--- config.mk ---
export PLATFORM = sky130hd
export DESIGN_NAME = soc_rst_boot_seq
export DESIGN_NICKNAME = d
export VERILOG_FILES = /design/src/rtl/soc_rst_pkg.sv /design/src/rtl/rst_release_chain.sv /design/src/rtl/soc_rst_boot_seq.sv
export SDC_FILE = /design/constraint.sdc
export NUM_CORES = 1
export LEC_CHECK = 0
export ABC_AREA = 1
export CAP_MARGIN = 15
export CORE_MARGIN = 2
export CORE_UTILIZATION = 50
export DETAILED_ROUTE_END_ITERATION = 10
export HOLD_SLACK_MARGIN = 0.15
export PLACE_DENSITY_LB_ADDON = 0.15
export REMOVE_ABC_BUFFERS = 1
export SETUP_SLACK_MARGIN = 0.3
export SLEW_MARGIN = 10
export SYNTH_ARGS = -nofsm -noshare
export SYNTH_HDL_FRONTEND = slang
export SYNTH_SLANG_ARGS = --single-unit
--- constraint.sdc ---
create_clock -name clk -period 3.2 [get_ports clk]
set_input_delay 0.8 -clock clk [delete_from_list [all_inputs] [get_ports clk]]
set_output_delay 0.8 -clock clk [all_outputs]
set_load 0.05 [all_outputs]
--- src/rtl/soc_rst_pkg.sv ---
// soc_rst_pkg: shared state encoding and index-width helper for the reset/boot sequencer
package soc_rst_pkg;

  typedef enum logic [2:0] {
    IDLE      = 3'd0,
    PLL_CFG   = 3'd1,
    WAIT_LOCK = 3'd2,
    RELEASE   = 3'd3,
    RUN       = 3'd4,
    SOFT_RST  = 3'd5,
    HALT      = 3'd6
  } state_e;

  function automatic int idx_w(input int n);
    return (n > 1) ? $clog2(n) : 1;
  endfunction

endpackage

--- src/rtl/rst_release_chain.sv ---
// rst_release_chain: releases a loaded mask of domains one at a time, lowest index first, RELEASE_DLY cycles apart
module rst_release_chain
  import soc_rst_pkg::*;
#(
  parameter int NB          = 3,
  parameter int CNT_WIDTH   = 8,
  parameter int RELEASE_DLY = 16
) (
  input  logic          clk,
  input  logic          rst,
  input  logic          start_i,
  input  logic [NB-1:0] mask_i,
  output logic [NB-1:0] rel_o,
  output logic          done_o
);

  localparam int IW = idx_w(NB);
  localparam logic [CNT_WIDTH-1:0] RELOAD = CNT_WIDTH'(RELEASE_DLY - 1);

  logic [NB-1:0]        pend_q, pend_d;
  logic [CNT_WIDTH-1:0] cnt_q, cnt_d;
  logic [IW-1:0]        idx;

  always_comb begin
    idx = '0;
    for (int i = NB - 1; i >= 0; i--)
      if (pend_q[i]) idx = IW'(i);
  end

  assign rel_o  = (pend_q != '0 && cnt_q == '0) ? (NB'(1) << idx) : '0;
  assign done_o = (pend_q & ~rel_o) == '0;

  always_comb begin
    pend_d = start_i ? mask_i : (pend_q & ~rel_o);
    cnt_d  = (start_i || cnt_q == '0) ? RELOAD : cnt_q - 1'b1;
  end

  always_ff @(posedge clk or posedge rst) begin
    if (rst) begin
      pend_q <= '0;
      cnt_q  <= '0;
    end else begin
      pend_q <= pend_d;
      cnt_q  <= cnt_d;
    end
  end

endmodule

--- src/rtl/soc_rst_boot_seq.sv ---
// soc_rst_boot_seq: PLL config handshake, lock wait with timeout, staged domain release, soft reset and PLL reconfiguration
module soc_rst_boot_seq
  import soc_rst_pkg::*;
#(
  parameter int                    NB_DOMAINS   = 3,
  parameter int                    CNT_WIDTH    = 8,
  parameter int                    RELEASE_DLY  = 16,
  parameter int                    LOCK_TIMEOUT = 200,
  parameter logic [NB_DOMAINS-1:0] SOFT_MASK    = NB_DOMAINS'(1),
  parameter int                    SOFT_HOLD    = 4
) (
  input  logic                  clk,
  input  logic                  rst,
  input  logic                  boot_select_i,
  input  logic                  cpu_start_i,
  input  logic                  soft_reset_i,
  input  logic [31:0]           pll_cfg_i,
  input  logic                  pll_cfg_req_i,
  output logic [31:0]           pll_config_o,
  output logic                  pll_config_valid_o,
  input  logic                  pll_config_ready_i,
  input  logic                  pll_lock_i,
  output logic [NB_DOMAINS-1:0] rstn_o,
  output logic                  fetch_enable_o,
  output logic                  busy_o,
  output logic                  lock_timeout_o,
  output logic [2:0]            state_o
);

  state_e                  state_q, state_d;
  logic [CNT_WIDTH-1:0]    cnt_q, cnt_d;
  logic [31:0]             cfg_q, cfg_d;
  logic                    valid_q, valid_d;
  logic [NB_DOMAINS-1:0]   rstn_q, rstn_d;
  logic                    fe_q, fe_d;
  logic                    to_q, to_d;
  logic                    soft_q, soft_d;
  logic                    start;
  logic [NB_DOMAINS-1:0]   rel;
  logic                    done;

  assign start = (state_d == RELEASE) && (state_q != RELEASE);

  rst_release_chain #(
    .NB          (NB_DOMAINS),
    .CNT_WIDTH   (CNT_WIDTH),
    .RELEASE_DLY (RELEASE_DLY)
  ) u_chain (
    .clk     (clk),
    .rst     (rst),
    .start_i (start),
    .mask_i  (~rstn_q),
    .rel_o   (rel),
    .done_o  (done)
  );

  always_comb begin
    state_d = state_q;
    cnt_d   = cnt_q + 1'b1;
    cfg_d   = cfg_q;
    valid_d = valid_q;
    rstn_d  = rstn_q;
    fe_d    = 1'b0;
    to_d    = to_q;
    soft_d  = soft_q | soft_reset_i;
    case (state_q)
      IDLE: begin
        state_d = PLL_CFG;
        cfg_d   = pll_cfg_i;
        valid_d = 1'b1;
      end
      PLL_CFG: if (valid_q && pll_config_ready_i) begin
        valid_d = 1'b0;
        state_d = WAIT_LOCK;
        cnt_d   = '0;
      end
      WAIT_LOCK: if (pll_lock_i) begin
        state_d = RELEASE;
      end else if (cnt_q == CNT_WIDTH'(LOCK_TIMEOUT - 1)) begin
        to_d    = 1'b1;
        state_d = RELEASE;
      end
      RELEASE: begin
        rstn_d  = rstn_q | rel;
        state_d = done ? RUN : RELEASE;
      end
      RUN: begin
        fe_d = boot_select_i | cpu_start_i;
        if (pll_cfg_req_i) begin
          state_d = HALT;
          fe_d    = 1'b0;
          soft_d  = 1'b0;
        end else if (soft_q) begin
          state_d = SOFT_RST;
          fe_d    = 1'b0;
          soft_d  = 1'b0;
          rstn_d  = rstn_q & ~SOFT_MASK;
          cnt_d   = '0;
        end
      end
      SOFT_RST: state_d = (cnt_q == CNT_WIDTH'(SOFT_HOLD - 1)) ? RELEASE : SOFT_RST;
      HALT: begin
        rstn_d  = '0;
        state_d = PLL_CFG;
        cfg_d   = pll_cfg_i;
        valid_d = 1'b1;
      end
      default: state_d = IDLE;
    endcase
  end

  always_ff @(posedge clk or posedge rst) begin
    if (rst) begin
      state_q <= IDLE;
      cnt_q   <= '0;
      cfg_q   <= '0;
      valid_q <= 1'b0;
      rstn_q  <= '0;
      fe_q    <= 1'b0;
      to_q    <= 1'b0;
      soft_q  <= 1'b0;
    end else begin
      state_q <= state_d;
      cnt_q   <= cnt_d;
      cfg_q   <= cfg_d;
      valid_q <= valid_d;
      rstn_q  <= rstn_d;
      fe_q    <= fe_d;
      to_q    <= to_d;
      soft_q  <= soft_d;
    end
  end

  assign pll_config_o       = cfg_q;
  assign pll_config_valid_o = valid_q;
  assign rstn_o             = rstn_q;
  assign fetch_enable_o     = fe_q;
  assign busy_o             = state_q != RUN;
  assign lock_timeout_o     = to_q;
  assign state_o            = state_q;

endmodule
==> reports/metrics.yaml <==
routing:
  wl_met1_um: 2610
  wl_um: 5940
  via_per_inst: 4.74
  via_count: 2326
  first_pass_iters: 5
  routed-wl-met3_um: 516
  top_layer: "met4"
  met2WireLength_um: 2740
  ant_nets: 0
  drc_errors: 0
  wl_per_cell_um: 12.1
  drtIter0Drc: 125
sta:
  finalCriticalPeriod_ns: 2.61
  fin_skew_ns: 0.00515
  rsz0062_at_grt: "no"
  relSlewSlack_pct: 36.5
  fin_crit_sh_pct: 81.4
  max_freq_mhz: 384
  setup_slack_ns: 0.594
  hold_viol: 0
  finalSetupViolations: 0
  maxSlewViolCount: 0
  tightestPinTransition_ns: 0.951
  final.setup.tns_ns: 0
clocking:
  clk-insertion-delay-late_ns: 0.34
  cts.sinks: 61
  tritoncts.num_buffers: 9
  cts_resized: 0
  cts_setup_buffers: 0
  h-tree-depth: 3
  cts.clk_slew.worst_paths_ns: 0.07
  postCtsHoldBufs: 0
  cts_tree: "built"
  cts_root_buffer: "clkbuf_8"
  cts.path.max_buffers: 2
global_route:
  grt_pass1_vias: 2360
  grt_use_total_pct: 21.7
  grt_overflow_total: 0
  grt_max_degree: 37
  antenna_found_initial: 0
  grt_pass1_wl_um: 10200
pwr:
  power.total_mw: 4.39
  leakage_nw: 1.91
  power_density_nw_per_um2: 1150
  ir_drop_mv: 0.852
logic_synthesis:
  ys_warn_count: 0
  postSynth.asyncResetShare_pct: 100
  synth_top_cell_by_area: "dfrtp_1"
  yosys.cell_types.count: 30
  synth_area_leaders: "dfrtp_1 56%, nand2_1 19%, inv_1 4.4%"
  syn_area_sq_um: 2710
  synth_edf_count: 0
  yosys.area.top_type_share_pct: 56.3
  syn_avg_cell_area_sq_um: 8.27
  synth_cells: 328
  synth-seq-cells: 61
  synthFlopType: "dfrtp_1"
  ys_seq_area_share_pct: 56.3
run_status:
  status: "completed"
setup_path:
  crit_arrival_ns: 1.81
  path_max_fanout: 6
  crit_path_start: "state_o[0]$_DFF_PP0_"
  start_kind: "flop"
  required_ns: 2.40
  path_class: "flop to primary output"
  critPathCaptureType: "primary output"
  reg2reg_from: "u_chain.cnt_q[0]$_DFF_PP0_"
min_path:
  min-delay-start: "cnt_q[0]$_DFF_PP0_"
  hp-class: "flop to flop"
floorplanning:
  die_h_um: 77.7
  die_w_um: 77.7
  pin_count: 82
  start_util_pct: 52.4
  dieArea_sq_um: 6030
  core_sq_um: 5170
  num_rows: 26
final_layout:
  final_nets: 459
  final_common_cell: "nand2_1"
  antennaDiodeCount: 0
  syn_to_final_growth_pct: 40.2
  drive_above_1_share_pct: 6.89
  most-common-layout-cells: "135 x nand2_1, 81 x clkdlybuf4s50_1, 61 x dfrtp_1"
placement:
  pre_cts_ws_ns: 0.901
  port_buffers: 81
  place_hpwl_um: 4170
  gp_congestion: 0.879
job:
  drv_cap: 0
-- sequential cells by signal (all words and copies together), names as in the netlist --
register / count
u_chain.cnt_q: 8
cnt_q: 8
fetch_enable_o: 1
u_chain.pend_q: 3
pll_config_o: 32
pll_config_valid_o: 1
soft_q: 1
state_o: 3
lock_timeout_o: 1
rstn_o: 3
-- worst max-delay path: stages, from the launching register on --
cell and delay, ns:
dfrtp_1 0.43, nor2_1 0.09, nand2_1 0.12, clkdlybuf4s50_1 0.81
-- worst paths after layout --
| path | endpoint | slack [ns] | depth (start not counted) |
|---|---|---|---|
| max in group asynchronous | rstn_o[1]$_DFFE_PP0P_ | 1.80 | 3 |
| setup reg to reg | u_chain.cnt_q[4]$_DFF_PP0_ | 1.37 | 12 |
| min in group asynchronous | pll_config_o[16]$_DFFE_PP0P_ | 0.82 | 2 |
| hold reg to reg | cnt_q[0]$_DFF_PP0_ | 0.46 | 1 |
| hold / removal | cnt_q[0]$_DFF_PP0_ | 0.46 | 1 |
| setup / recovery | busy_o | 0.59 | 3 |
-- per-layer routing --
layer	vias to the layer above	global-route usage, %
met5	-	0
met4	0	7.32
met3	9	10.6
met2	71	34.1
met1	1066	26.0
li1	1180	-
-- kinds of logic after synthesis --
group / Yosys count / synth area share, %
adder cells (fa/ha/maj): 3 / 1.38
flip-flops: 61 / 56.3
buffers and inverters: 40 / 5.67
AND/OR/NAND/NOR: 203 / 31.3
AO/OA/AOI/OAI: 15 / 3.46
XOR/XNOR: 6 / 1.94
-- synthesized netlist by cell type (all sizes together) (2+ instances only) --
master  number
nand2      139
dfrtp       61
inv         34
nor2        32
nand3       17
nor3         8
a21oi        6
xor2         5
o21ai        4
buf          3
clkbuf       3
ha           3
a31oi        2
nand3b       2
o22ai        2
or2          2
-- stage by stage --
step	hold slack (ns)	util [%]	cells	area (sq um)
floorplan	0.433	-	322	2690
global placement	0.439	69.8	475	3610
detailed placement	0.452	69.8	475	3610
CTS	0.462	73.5	491	3800
global route	0.478	73.5	491	3800
finish	0.460	73.5	491	3800
-- power by group --
group / internal, mW / switching, mW / leakage [nW] / total (mW)
logic: 0.770 / 1.66 / 1.06 / 2.43
clock network: 0.375 / 0.296 / 0.103 / 0.671
registers: 1.10 / 0.198 / 0.754 / 1.30
total: 2.24 / 2.15 / 1.91 / 4.39
-- layout make-up --
| class | instances | area (sq um) |
|---|---|---|
| flip-flops and latches | 61 | 1530 |
| fillers | 390 | 1370 |
| multi-input cells | 227 | 1030 |
| repair buffers | 83 | 838 |
| clock buffers | 11 | 141 |
| inverters | 34 | 128 |
| well taps | 70 | 87.6 |
| clock inverters | 5 | 50.0 |
No activity file was read; power rests on OpenSTA's default activity.
